## src/rtl/seg_scan_ctrl.sv

```systemverilog
// Scan controller for a multiplexed seven-segment display: one shared hex decoder,
// guard blanking between slots, leading-zero suppression and frame-aligned updates.
module seg_scan_ctrl #(
    parameter int DIGITS      = 3,
    parameter int REFRESH_DIV = 50000,
    parameter int GUARD       = 500
) (
    input  logic                  clock,
    input  logic                  reset,
    input  logic [4*DIGITS-1:0]   value_in,
    input  logic                  value_valid,
    output logic                  value_ready,
    input  logic                  blank_lz,
    output logic [6:0]            seg,
    output logic [DIGITS-1:0]     digit_en,
    output logic                  frame_done
);

    localparam int DIV_W = (REFRESH_DIV > 1) ? $clog2(REFRESH_DIV) : 1;
    localparam int IDX_W = (DIGITS > 1) ? $clog2(DIGITS) : 1;
    localparam logic [DIV_W-1:0] DIV_LAST = DIV_W'(REFRESH_DIV - 1);
    localparam logic [DIV_W-1:0] GUARD_V  = DIV_W'(GUARD);
    localparam logic [IDX_W-1:0] IDX_LAST = IDX_W'(DIGITS - 1);

    logic [DIV_W-1:0]    div;
    logic [IDX_W-1:0]    idx;
    logic [4*DIGITS-1:0] display;
    logic [4*DIGITS-1:0] pending;
    logic                pending_full;

    logic [DIV_W-1:0]    div_nx;
    logic [IDX_W-1:0]    idx_nx;
    logic [4*DIGITS-1:0] display_nx;
    logic                last_slot_cyc;
    logic                frame_end;
    logic                commit;
    logic                transfer;
    logic                drive_nx;
    logic                blank_nx;

    function automatic logic [6:0] hex7(input logic [3:0] n);
        case (n)
            4'h0: hex7 = 7'h3F;
            4'h1: hex7 = 7'h06;
            4'h2: hex7 = 7'h5B;
            4'h3: hex7 = 7'h4F;
            4'h4: hex7 = 7'h66;
            4'h5: hex7 = 7'h6D;
            4'h6: hex7 = 7'h7D;
            4'h7: hex7 = 7'h07;
            4'h8: hex7 = 7'h7F;
            4'h9: hex7 = 7'h6F;
            4'hA: hex7 = 7'h77;
            4'hB: hex7 = 7'h7C;
            4'hC: hex7 = 7'h39;
            4'hD: hex7 = 7'h5E;
            4'hE: hex7 = 7'h79;
            default: hex7 = 7'h71;
        endcase
    endfunction

    function automatic logic [3:0] nibble(input logic [4*DIGITS-1:0] v,
                                          input logic [IDX_W-1:0] k);
        nibble = '0;
        for (int i = 0; i < DIGITS; i++)
            if (k == IDX_W'(i)) nibble = v[4*i +: 4];
    endfunction

    // Digit k>0 is a leading zero when it and every more significant nibble are zero.
    function automatic logic lz_blank(input logic [4*DIGITS-1:0] v,
                                      input logic [IDX_W-1:0] k,
                                      input logic en);
        logic z;
        z = (k != '0);
        for (int i = 0; i < DIGITS; i++)
            if (IDX_W'(i) >= k && v[4*i +: 4] != 4'h0) z = 1'b0;
        lz_blank = z && en;
    endfunction

    function automatic logic [DIGITS-1:0] onehot(input logic [IDX_W-1:0] k);
        onehot = '0;
        for (int i = 0; i < DIGITS; i++)
            if (k == IDX_W'(i)) onehot[i] = 1'b1;
    endfunction

    always_comb begin
        last_slot_cyc = (div == DIV_LAST);
        frame_end     = last_slot_cyc && (idx == IDX_LAST);
        div_nx        = last_slot_cyc ? '0 : div + 1'b1;
        idx_nx        = idx;
        if (last_slot_cyc)
            idx_nx = (idx == IDX_LAST) ? '0 : idx + 1'b1;
        commit        = frame_end && pending_full;
        transfer      = value_valid && !pending_full;
        display_nx    = commit ? pending : display;
        drive_nx      = (div_nx >= GUARD_V);
        blank_nx      = lz_blank(display_nx, idx_nx, blank_lz);
    end

    // Outputs are registered from the next-cycle state so they match the phase of that cycle.
    always_ff @(posedge clock or posedge reset) begin
        if (reset) begin
            div          <= '0;
            idx          <= '0;
            display      <= '0;
            pending_full <= 1'b0;
            seg          <= '0;
            digit_en     <= '0;
            frame_done   <= 1'b0;
        end else begin
            div          <= div_nx;
            idx          <= idx_nx;
            display      <= display_nx;
            pending_full <= transfer ? 1'b1 : (commit ? 1'b0 : pending_full);
            frame_done   <= frame_end;
            if (drive_nx && !blank_nx) begin
                seg      <= hex7(nibble(display_nx, idx_nx));
                digit_en <= onehot(idx_nx);
            end else begin
                seg      <= '0;
                digit_en <= '0;
            end
        end
    end

    // Pending data is only meaningful while pending_full is set, so it needs no reset.
    always_ff @(posedge clock) begin
        if (transfer) pending <= value_in;
    end

    assign value_ready = !pending_full;

endmodule
```

## config.mk

```make
export PLATFORM = sky130hd
export DESIGN_NAME = seg_scan_ctrl
export DESIGN_NICKNAME = d
export VERILOG_FILES = /design/src/rtl/seg_scan_ctrl.sv
export SDC_FILE = /design/constraint.sdc
export NUM_CORES = 1
export LEC_CHECK = 0
export BUFFER_PORTS_ARGS = -buffer_cell sky130_fd_sc_hd__buf_2
export CORE_UTILIZATION = 43
export DETAILED_ROUTE_END_ITERATION = 12
export SLEW_MARGIN = 20
export SYNTH_ARGS = -nofsm -noshare
export SYNTH_HDL_FRONTEND = slang
export SYNTH_SLANG_ARGS = --single-unit
```

## constraint.sdc

```tcl
create_clock -name clock -period 6.61 [get_ports clock]
set_clock_uncertainty 0.1 [all_clocks]
set_input_delay 0.661 -clock clock [delete_from_list [all_inputs] [get_ports clock]]
set_output_delay 0.661 -clock clock [all_outputs]
set_load 0.01 [all_outputs]
```

==> impl_table.tex, run 1 <==
\begin{tabular}{lr}
\hline
Metric & Value \\
\hline
\multicolumn{2}{l}{\textbf{Worst setup path}} \\
Worst r2r path cells & 10 \\
RR Endpoint & seg[3] \\
Startpoint-to-endpoint class of the critical path & reg2reg \\
Destination of the critical timing path & seg[3] \\
Arrival time at the worst endpoint & 3.95 ns \\
Setup crit start & div[0] \\
Data required, critical path & 6.72 ns \\
Kind of end point of the critical path & register \\
Beginning of the worst register-to-register path & div[0] \\
Highest net fanout along the worst path & 15 \\
Startpoint Class & register \\
R2r setup slk & 2.77 ns \\
\multicolumn{2}{l}{\textbf{STA}} \\
Total negative setup slack & 0 ns \\
Setup repair after global routing missed its margin & false \\
Crit path setup slack, layout & 2.77 ns \\
Endpoints failing hold & 0 \\
Number of pins exceeding their max-slew limit in the final report & 0 \\
Worst Hold Margin & 0.365 ns \\
Measured slew at the worst slew-check pin & 0.931 ns \\
Worst slew slack as a fraction of its limit & 0.378 \\
Post-layout min period & 3.84 ns \\
Final period utilization & 0.582 \\
Number of setup violations in the final report & 0 \\
Timing-limited maximum frequency & 0.260 GHz \\
\multicolumn{2}{l}{\textbf{Worst hold path}} \\
Class of the most critical hold timing path & in2async \\
\multicolumn{2}{l}{\textbf{Floorplan}} \\
IO Pins & 28 \\
Die height & 83.6 µm \\
Area of the core & 0.00639 mm² \\
Initial Util & 0.448 \\
Die ar. & 0.00698 mm² \\
Number of rows created at floorplan & 29 \\
Horizontal extent of the die & 83.6 µm \\
\multicolumn{2}{l}{\textbf{Synthesis}} \\
Number of enable-type register cells in the synthesized netlist & 12 \\
Yosys Warn Count & 0 \\
Async set-or-reset flop fraction in the synthesized netlist & 0.778 \\
Mean Syn Cell Area & 11.1 µm² \\
Fraction of post-synthesis cell area in the top cell type by area & 0.367 \\
Top post-synthesis cells by area & dfrtp\_1, edfxtp\_1, mux2\_2, ha\_1, nand2\_1 \\
Largest area contributor in the synthesized netlist & dfrtp\_1 \\
Post-synthesis instance area & 0.00286 mm² \\
Yosys reg bits & 54 \\
Post-synthesis instance total & 258 \\
Post-Syn Nets & 281 \\
Prevailing post-synth register cell & dfrtp\_1 \\
Number of distinct library cells after synthesis & 56 \\
Sequential element share of the synthesized area & 0.493 \\
\multicolumn{2}{l}{\textbf{Placed design}} \\
Detailed placer's ending HPWL & 3.75 mm \\
DP Worst Slack & 2.77 ns \\
Port bufs & 27 \\
Gp weighted congestion & 0.844 \\
\multicolumn{2}{l}{\textbf{Finish}} \\
Core Util, Final & 0.494 \\
Ratio of cells with drive above 1 in the final layout & 0.223 \\
Layout net count & 305 \\
Seq. cell area & 0.00141 mm² \\
Number of fillers in the final layout & 586 \\
Synthesis-to-layout area growth & 10.2\% \\
Most common cell after layout, fill and taps aside & dfrtp\_1 \\
Diode insertion count for antenna repair & 0 \\
Leading cell types in the layout, fill and taps excluded & dfrtp\_1, buf\_2, nand2\_1 \\
Multi-input gate area & 0.00132 mm² \\
\multicolumn{2}{l}{\textbf{Power and ir drop}} \\
Switching share of power & 0.185 \\
Power density cells & 192 mW/mm² \\
Total leakage power & 1.38 nW \\
Total power of the final layout & 0.605 mW \\
Clock network fraction of total power & 0.422 \\
Internal portion of total power & 0.494 mW \\
Sequential share of power & 0.562 \\
Combinational fraction of design power & 0.016 \\
Net switching power of the design & 0.112 mW \\
Maximum vdd ir drop & 106 µV \\
\multicolumn{2}{l}{\textbf{Drt}} \\
Vias & 1999 \\
DRC Markers & 0 \\
Post-route ant nets & 0 \\
Wirelength per Cell & 14.6 µm \\
Detailed Route WL & 5.27 mm \\
Count of routing violations after the opening detailed-route iteration & 118 \\
Number of detailed-route iterations in the first pass & 4 \\
Via-per-instance ratio & 5.55 \\
\multicolumn{2}{l}{\textbf{Clock network}} \\
Number of buffers added to fix hold violations after cts & 0 \\
Clk root buf & clkbuf\_8 \\
Count of cells resized by post-cts repair & 0 \\
Clock tree from TritonCTS & done \\
Max Root-Sink Buffers & 2 \\
Worst skew pair latency & 0.31 ns \\
Number of H-tree levels & 2 \\
Number of post-CTS setup repair buffers & 0 \\
Total clock buffers created by CTS & 5 \\
Clock-pin transition on the worst setup and hold timing paths & 0.10 ns \\
Number of clock sinks seen by CTS & 54 \\
\multicolumn{2}{l}{\textbf{Global route}} \\
All-Layer GR Usage & 0.167 \\
Global-route wire length before repair & 9.36 mm \\
Number of antenna violations at the first check in global routing & 0 \\
Pin count of the biggest net entering global routing & 43 \\
Number of global-route vias before repair & 1805 \\
Grt ovf & 0 \\
\multicolumn{2}{l}{\textbf{Outcome}} \\
Result of the run & finished clean \\
\multicolumn{2}{l}{\textbf{Job}} \\
MaxCap Viol Count & 0 \\
\hline
\end{tabular}
how the worst min path moves through the flow:
| stage | from | end | slack (ns) | cells after the start |
|---|---|---|---|---|
| after floorplan | pending[11] | display[11] | 0.36 | 1 |
| after global placement | pending[6] | display[6] | 0.36 | 1 |
| after detailed placement | pending[7] | display[7] | 0.37 | 1 |
| after CTS | reset | digit_en[1] | 0.39 | 3 |
| after global routing | pending[4] | display[4] | 0.39 | 1 |
| final | reset | digit_en[1] | 0.36 | 3 |
synth_stat cells (all sizes together), types with 8 or more instances:
master,n
nand3,13
nand2,20
buf,11
nor2,15
a21oi,12
o21ai,9
mux2,13
dfrtp,42
nor3,11
edfxtp,12
inv,8
flip-flops by register name (all words and copies together), names as in the netlist:
register	flops
div	16
seg	7
digit_en	3
frame_done	1
display	12
pending	12
pending_full	1
idx	2
stage by stage:
step,instance area (µm²),instances
3_5_place_dp,3020,352
2_1_floorplan,2860,258
5_1_grt,3150,360
6_report,3150,360
3_3_place_gp,3020,352
4_1_cts,3150,360
per-layer routing:
metal / track usage / vias up / part of all wire
li1: - / 996 / -
met2: 0.237 / 39 / 0.44
met1: 0.255 / 957 / 0.51
met5: 0 / - / 0
met3: 0.0326 / 7 / 0.032
met4: 0.0555 / 0 / 0.014
critical path, stage by stage, from the launching register on:
cell and delay (ns):
dfrtp_1 0.45, ha_1 0.26, and3_1 0.37, and4_1 0.67, mux2i_1 0.32, o211ai_2 0.13
a211oi_4 0.51, inv_1 0.15, ha_1 0.26, mux2_2 0.26, o32ai_1 0.26
layout make-up:
class	count	share of cell area
Sequential cell	54	0.448
Multi-Input combinational cell	182	0.419
Timing Repair Buffer	30	0.0500
Inverter	9	0.0107
Clock inverter	3	0.0202
Tap cell	77	0.0306
Clock buffer	5	0.0218
power by group through the flow:
stage	combinational, mW	clock, mW	sequential, mW
after floorplan	0.00399	0	0.347
after global placement	0.00994	0	0.347
after detailed placement	0.0102	0	0.347
after CTS	0.0102	0.263	0.340
after global routing	0.0113	0.276	0.340
final	0.00953	0.256	0.340
logic make-up (layout without fill, tap and decap cells):
| group | Yosys count | count (layout) | share of synthesized area |
|---|---|---|---|
| simple gates | 96 | 96 | 0.187 |
| flops | 54 | 54 | 0.493 |
| compound gates | 46 | 46 | 0.126 |
| buf+inv | 22 | 47 | 0.0451 |
| mux | 19 | 19 | 0.0722 |
| xor+xnor | 13 | 13 | 0.0424 |
| fa+ha+maj | 8 | 8 | 0.0346 |
Power figures use the tool's default switching activity.
==> run 2, diff against run 1 <==
==> constraint.sdc (replaced) <==
create_clock -name clock -period 3.15 [get_ports clock]
set_clock_uncertainty 0.1 [all_clocks]
set_input_delay 0.315 -clock clock [delete_from_list [all_inputs] [get_ports clock]]
set_output_delay 0.315 -clock clock [all_outputs]
set_load 0.01 [all_outputs]
==> impl_table.tex, run 2 (synthesized netlist as in run 1, its figures left out) <==
\begin{tabular}{lr}
\hline
Metric & Value \\
\hline
\multicolumn{2}{l}{\textbf{Worst setup path}} \\
Cell occurring most often along the worst timing path & buf\_4 \\
Cells along the critical path & ha\_1 -> and3\_1 -> buf\_4 -> nand4\_1 -> buf\_4 -> mux2i\_1 -> a31oi\_1 -> o21ai\_1 -> buf\_4 -> ha\_1 -> mux2\_2 -> o32ai\_1 \\
Crit path buf inv count & 3 (+2) \\
Worst r2r path cells & 12 (+2) \\
Destination of the critical timing path & seg[3] \\
Startpoint-to-endpoint class of the critical path & reg2reg \\
R2r setup slk & 0.19 ns (-2.58 ns) \\
Startpoint Class & register \\
Worst path max stage delay & 0.43 ns (-0.24 ns) \\
Setup crit start & div[1] \\
Crit-path slowest cell & dfrtp\_1 \\
Stages on the worst setup path & 12 (+2) \\
CP top delay family & compound AO/OA/AOI/OAI gates \\
RR Endpoint & seg[3] \\
Beginning of the worst register-to-register path & div[1] \\
Kind of end point of the critical path & register \\
Arrival time at the worst endpoint & 3.09 ns (-0.86 ns) \\
Data required, critical path & 3.27 ns (-3.45 ns) \\
Highest net fanout along the worst path & 12 (-3) \\
\multicolumn{2}{l}{\textbf{STA}} \\
Timing-limited maximum frequency & 0.338 GHz (+30\%) \\
Total negative setup slack & 0 ns (unchanged) \\
Endpoints failing hold & 0 (unchanged) \\
Number of setup violations in the final report & 0 (unchanged) \\
Setup repair after global routing missed its margin & false \\
Final period utilization & 0.941 (+0.359) \\
Crit path setup slack, layout & 0.187 ns (-2.58 ns) \\
Post-layout min period & 2.96 ns (-0.882 ns) \\
Measured slew at the worst slew-check pin & 1.01 ns (+0.0811 ns) \\
Number of pins exceeding their max-slew limit in the final report & 0 (unchanged) \\
Worst slew slack as a fraction of its limit & 0.324 (-0.0542) \\
\multicolumn{2}{l}{\textbf{Drt}} \\
Number of detailed-route iterations in the first pass & 4 (unchanged) \\
Post-route ant nets & 0 (unchanged) \\
Vias & 2051 (+2.6\%) \\
Count of routing violations after the opening detailed-route iteration & 101 (-14\%) \\
Wirelength per Cell & 14.8 µm (+1.2\%) \\
Via-per-instance ratio & 5.48 (-1.2\%) \\
Detailed Route WL & 5.54 mm (+5.1\%) \\
DRC Markers & 0 (unchanged) \\
\multicolumn{2}{l}{\textbf{Global route}} \\
Number of global-route vias before repair & 1965 (+8.9\%) \\
All-Layer GR Usage & 0.171 (+0.00404) \\
Global-route wire length before repair & 9.55 mm (+2.1\%) \\
Grt ovf & 0 (unchanged) \\
Pin count of the biggest net entering global routing & 43 (unchanged) \\
Number of antenna violations at the first check in global routing & 0 (unchanged) \\
\multicolumn{2}{l}{\textbf{Floorplan}} \\
Initial Util & 0.448 (unchanged) \\
IO Pins & 28 (unchanged) \\
Die height & 83.6 µm (unchanged) \\
Horizontal extent of the die & 83.6 µm (unchanged) \\
Number of rows created at floorplan & 29 (unchanged) \\
Die ar. & 0.00698 mm² (unchanged) \\
Area of the core & 0.00639 mm² (unchanged) \\
\multicolumn{2}{l}{\textbf{Clock network}} \\
Clock tree from TritonCTS & done \\
Clk root buf & clkbuf\_8 \\
Total clock buffers created by CTS & 5 (unchanged) \\
Worst skew pair latency & 0.32 ns (about the same) \\
Clock-pin transition on the worst setup and hold timing paths & 0.10 ns (about the same) \\
Number of H-tree levels & 2 (unchanged) \\
Number of clock sinks seen by CTS & 54 (unchanged) \\
Max Root-Sink Buffers & 2 (unchanged) \\
\multicolumn{2}{l}{\textbf{Finish}} \\
Synthesis-to-layout area growth & 13.1\% \\
Number of flip-flops under the largest register name & 16 (unchanged) \\
Core Util, Final & 0.506 (+0.0129) \\
Number of fillers in the final layout & 590 (+0.68\%) \\
Leading cell types in the layout, fill and taps excluded & dfrtp\_1, buf\_2, nand2\_1 \\
Registers with the highest flip-flop counts & div x16, display x12, pending x12 \\
Register bank with the most flops & div \\
Diode insertion count for antenna repair & 0 (unchanged) \\
Most common cell after layout, fill and taps aside & dfrtp\_1 \\
Ratio of cells with drive above 1 in the final layout & 0.273 (+0.0501) \\
Final non-filler cell area & 0.00323 mm² (+2.6\%) \\
Layout net count & 319 (+4.6\%) \\
\multicolumn{2}{l}{\textbf{Power and ir drop}} \\
Power density cells & 351 mW/mm² (+83\%) \\
Maximum vdd ir drop & 291 µV (+170\%) \\
Total leakage power & 1.44 nW (+3.8\%) \\
\multicolumn{2}{l}{\textbf{Placed design}} \\
Port bufs & 27 (unchanged) \\
DP Worst Slack & 0.100 ns (-2.67 ns) \\
Detailed placer's ending HPWL & 4.13 mm (+10\%) \\
Gp weighted congestion & 0.845 (+0.12\%) \\
Instance area after placement & 0.00312 mm² (+3.2\%) \\
\multicolumn{2}{l}{\textbf{Job}} \\
MaxCap Viol Count & 0 (unchanged) \\
\multicolumn{2}{l}{\textbf{Worst hold path}} \\
Class of the most critical hold timing path & in2async \\
\multicolumn{2}{l}{\textbf{Outcome}} \\
Result of the run & finished clean \\
\hline
\end{tabular}
run 2: how the worst min path moves through the flow:
stage | endpoint | slack, ns
3_5_place_dp | display[10] | 0.37
4_1_cts | digit_en[2] | 0.03
5_1_grt | digit_en[0] | 0.05
2_1_floorplan | pending[0] | 0.31
3_3_place_gp | display[6] | 0.36
6_report | div[11] | 0.006
run 2: final cells by class:
class	count	area [µm²]	area share
Clock inverter	3	26.3	0.00812
Inverter	9	33.8	0.0104
Clock buffer	5	68.8	0.0213
Multi-Input combinational cell	182	1340	0.413
Timing Repair Buffer	44	263	0.0812
Tap cell	77	96.3	0.0298
Sequential cell	54	1410	0.436
run 2: power breakdown:
group | switching (mW) | internal (mW)
sequential | 0.000000000000000282 | 0.714
combinational | 0.0127 | 0.00767
clock | 0.241 | 0.161
run 2: metal layers:
metal / up-vias / wire length, µm / GRT usage
li1: 1023 / - / -
met5: - / 0 / 0
met3: 6 / 161 / 0.0326
met4: 0 / 78 / 0.0586
met2: 35 / 2500 / 0.263
met1: 987 / 2790 / 0.243
run 2: per-stage QoR:
stage / std cells / hold slack (ns) / total power, mW
floorplan: 258 / 0.314 / 0.737
global placement: 365 / 0.359 / 0.750
detailed placement: 365 / 0.367 / 0.750
CTS: 373 / 0.0298 / 1.15
global route: 374 / 0.0534 / 1.18
finish: 374 / 0.00597 / 1.14
run 2: timing repair:
item                                    4_1_cts  5_1_grt
hold buffers                                  0        0
endpoints found under the setup margin        0        7
gates resized for setup                       0        3
buffers inserted                              0        1
run 2: tightest hold or removal path, stage by stage:
cell	delay [ns]
buf_2	0.09
inv_1	0.04
buf_4	0.44
==> run 3, diff against run 2 <==
--- a/config.mk
+++ b/config.mk
@@ -5,9 +5,12 @@
 export SDC_FILE = /design/constraint.sdc
 export NUM_CORES = 1
 export LEC_CHECK = 0
+export ABC_CLOCK_PERIOD_IN_PS = 3150
 export BUFFER_PORTS_ARGS = -buffer_cell sky130_fd_sc_hd__buf_2
-export CORE_UTILIZATION = 43
+export CORE_ASPECT_RATIO = 0.75
+export CORE_UTILIZATION = 53
 export DETAILED_ROUTE_END_ITERATION = 12
+export PLACE_DENSITY = 0.76
 export SLEW_MARGIN = 20
 export SYNTH_ARGS = -nofsm -noshare
 export SYNTH_HDL_FRONTEND = slang
==> impl_table.tex, run 3 (synthesized netlist as in run 1, its figures left out) <==
\begin{tabular}{lr}
\hline
Metric & Value \\
\hline
\multicolumn{2}{l}{\textbf{Outcome}} \\
Result of the run & finished clean \\
\multicolumn{2}{l}{\textbf{Drt}} \\
DRC Markers & 0 (unchanged) \\
Post-route ant nets & 0 (unchanged) \\
Wire length the detailed router placed on met1 & 2.82 mm (+0.82\%) \\
Number of detailed-route iterations in the first pass & 4 (unchanged) \\
DR WL met3 & 392 µm (+140\%) \\
Vias & 2132 (+3.9\%) \\
Met2 wire length & 2.25 mm (-10\%) \\
Count of routing violations after the opening detailed-route iteration & 147 (+46\%) \\
Detailed Route WL & 5.47 mm (-1.2\%) \\
Wirelength per Cell & 14.6 µm (-1.5\%) \\
Via-per-instance ratio & 5.69 (+3.7\%) \\
Highest metal layer with signal wires & met4 \\
\multicolumn{2}{l}{\textbf{Floorplan}} \\
Number of rows created at floorplan & 22 (-24\%) \\
Horizontal extent of the die & 86.8 µm (+3.9\%) \\
Area of the core & 0.00504 mm² (-21\%) \\
IO Pins & 28 (unchanged) \\
Die ar. & 0.00570 mm² (-18\%) \\
Initial Util & 0.568 (+0.120) \\
Die height & 65.6 µm (-21\%) \\
\multicolumn{2}{l}{\textbf{Placed design}} \\
Cell total after placement & 362 (-0.82\%) \\
Detailed placer's ending HPWL & 4.02 mm (-2.6\%) \\
Instance area after placement & 0.00313 mm² (+0.28\%) \\
DP Worst Slack & 0.0648 ns (-0.0357 ns) \\
Gp weighted congestion & 0.921 (+9.0\%) \\
Port bufs & 27 (unchanged) \\
\multicolumn{2}{l}{\textbf{Power and ir drop}} \\
Total leakage power & 1.47 nW (+2.6\%) \\
Maximum vdd ir drop & 381 µV (+31\%) \\
Power density cells & 368 mW/mm² (+4.9\%) \\
Total power of the final layout & 1.21 mW (+6.6\%) \\
\multicolumn{2}{l}{\textbf{Finish}} \\
Register bank with the most flops & div \\
Synthesis-to-layout area growth & 14.9\% \\
Ratio of cells with drive above 1 in the final layout & 0.281 (+0.00780) \\
Leading cell types in the layout, fill and taps excluded & dfrtp\_1, buf\_2, buf\_4 \\
Layout net count & 325 (+1.9\%) \\
Diode insertion count for antenna repair & 0 (unchanged) \\
Final non-filler cell area & 0.00329 mm² (+1.6\%) \\
Registers with the highest flip-flop counts & div x16, display x12, pending x12 \\
Filler-free cell count of the finished design & 375 (+0.27\%) \\
Number of flip-flops under the largest register name & 16 (unchanged) \\
Most common cell after layout, fill and taps aside & dfrtp\_1 \\
\multicolumn{2}{l}{\textbf{Global route}} \\
Number of antenna violations at the first check in global routing & 0 (unchanged) \\
Grt ovf & 0 (unchanged) \\
Pin count of the biggest net entering global routing & 26 (-40\%) \\
Global-route wire length before repair & 9.33 mm (-2.3\%) \\
All-Layer GR Usage & 0.212 (+0.0409) \\
Number of global-route vias before repair & 1908 (-2.9\%) \\
\multicolumn{2}{l}{\textbf{Worst setup path}} \\
Cells along the critical path & nor4bb\_1 -> nand4\_1 -> buf\_4 -> buf\_4 -> mux2i\_1 -> a31oi\_1 -> nor2\_2 -> mux2\_2 -> o32ai\_1 \\
Cell occurring most often along the worst timing path & buf\_4 \\
Startpoint-to-endpoint class of the critical path & reg2reg \\
Crit-path slowest cell & dfrtp\_1 \\
Kind of end point of the critical path & register \\
Worst path max stage delay & 0.46 ns (+0.03 ns) \\
Highest net fanout along the worst path & 13 (+1) \\
Startpoint Class & register \\
Data required, critical path & 3.25 ns (-0.02 ns) \\
Arrival time at the worst endpoint & 3.13 ns (+0.04 ns) \\
\multicolumn{2}{l}{\textbf{Clock network}} \\
Clock tree from TritonCTS & done \\
Worst skew pair latency & 0.31 ns (about the same) \\
Number of H-tree levels & 2 (unchanged) \\
Number of clock sinks seen by CTS & 54 (unchanged) \\
Total clock buffers created by CTS & 5 (unchanged) \\
Clock-pin transition on the worst setup and hold timing paths & 0.10 ns (about the same) \\
Max Root-Sink Buffers & 2 (unchanged) \\
Clk root buf & clkbuf\_8 \\
\multicolumn{2}{l}{\textbf{STA}} \\
Final period utilization & 0.961 (+0.0200) \\
Post-layout min period & 3.03 ns (+0.0629 ns) \\
Timing-limited maximum frequency & 0.330 GHz (-2.1\%) \\
Number of setup violations in the final report & 0 (unchanged) \\
Worst slew slack as a fraction of its limit & 0.363 (+0.0385) \\
Crit path setup slack, layout & 0.124 ns (-0.0629 ns) \\
Worst Hold Margin & 0.0787 ns (+0.0728 ns) \\
Endpoints failing hold & 0 (unchanged) \\
Number of pins exceeding their max-slew limit in the final report & 0 (unchanged) \\
Measured slew at the worst slew-check pin & 0.954 ns (-0.0577 ns) \\
\multicolumn{2}{l}{\textbf{Job}} \\
MaxCap Viol Count & 0 (unchanged) \\
\multicolumn{2}{l}{\textbf{Worst hold path}} \\
Class of the most critical hold timing path & in2reg \\
\hline
\end{tabular}
-- run 3: final timing paths --
check	slack, ns	depth (start not counted)	to	start
setup / recovery	0.12	9	seg[3]	div[12]
hold / removal	0.08	1	pending[2]	value_in[2]
setup reg to reg	0.12	9	seg[3]	div[12]
hold reg to reg	0.39	1	display[11]	pending[11]
max in group asynchronous	1.66	4	display[10]	reset
min in group asynchronous	0.52	3	div[6]	reset
-- run 3: through the flow --
stage,utilization,TNS [ns]
final,0.653,0
after detailed placement,0.620,0
after CTS,0.646,0
after global placement,0.620,0
after floorplan,-,0
after global routing,0.653,-0.0436
-- run 3: where the power goes --
group | leakage (nW) | switching, mW | internal [mW]
combinational | 0.739 | 0.0126 | 0.00835
sequential | 0.675 | 0.000000000000000283 | 0.714
clock | 0.0591 | 0.234 | 0.243
total | 1.47 | 0.246 | 0.965
-- run 3: layer usage --
layer,up-vias,global-route usage
met5,-,0
met4,0,0.0250
met3,2,0.0528
met2,78,0.296
met1,1014,0.337
li1,1038,-
-- run 3: layout make-up --
| type | instances | area (µm²) |
|---|---|---|
| clock buffer | 5 | 68.8 |
| clock inverter | 3 | 47.5 |
| fill | 415 | 1750 |
| inverter | 9 | 33.8 |
| multi-input combinational | 182 | 1330 |
| sequential | 54 | 1410 |
| tap | 72 | 90.1 |
| timing repair buffer | 50 | 310 |
-- run 3: worst max-delay path: cells and delay by family (launching register included) --
family,cells,cell delay [ns]
AOI/OAI and AO/OA,2,0.40
DFF,1,0.46
buffers and inverters,2,0.32
muxes,2,0.55
and+or+nand+nor,3,1.09
-- run 3: timing repair --
action                                 4_1_cts  5_1_grt
gates resized for setup                      0        3
setup endpoints to repair                    0        5
buffers inserted                             0        4
endpoints found under the hold margin        7        0
hold buffers                                 1        0
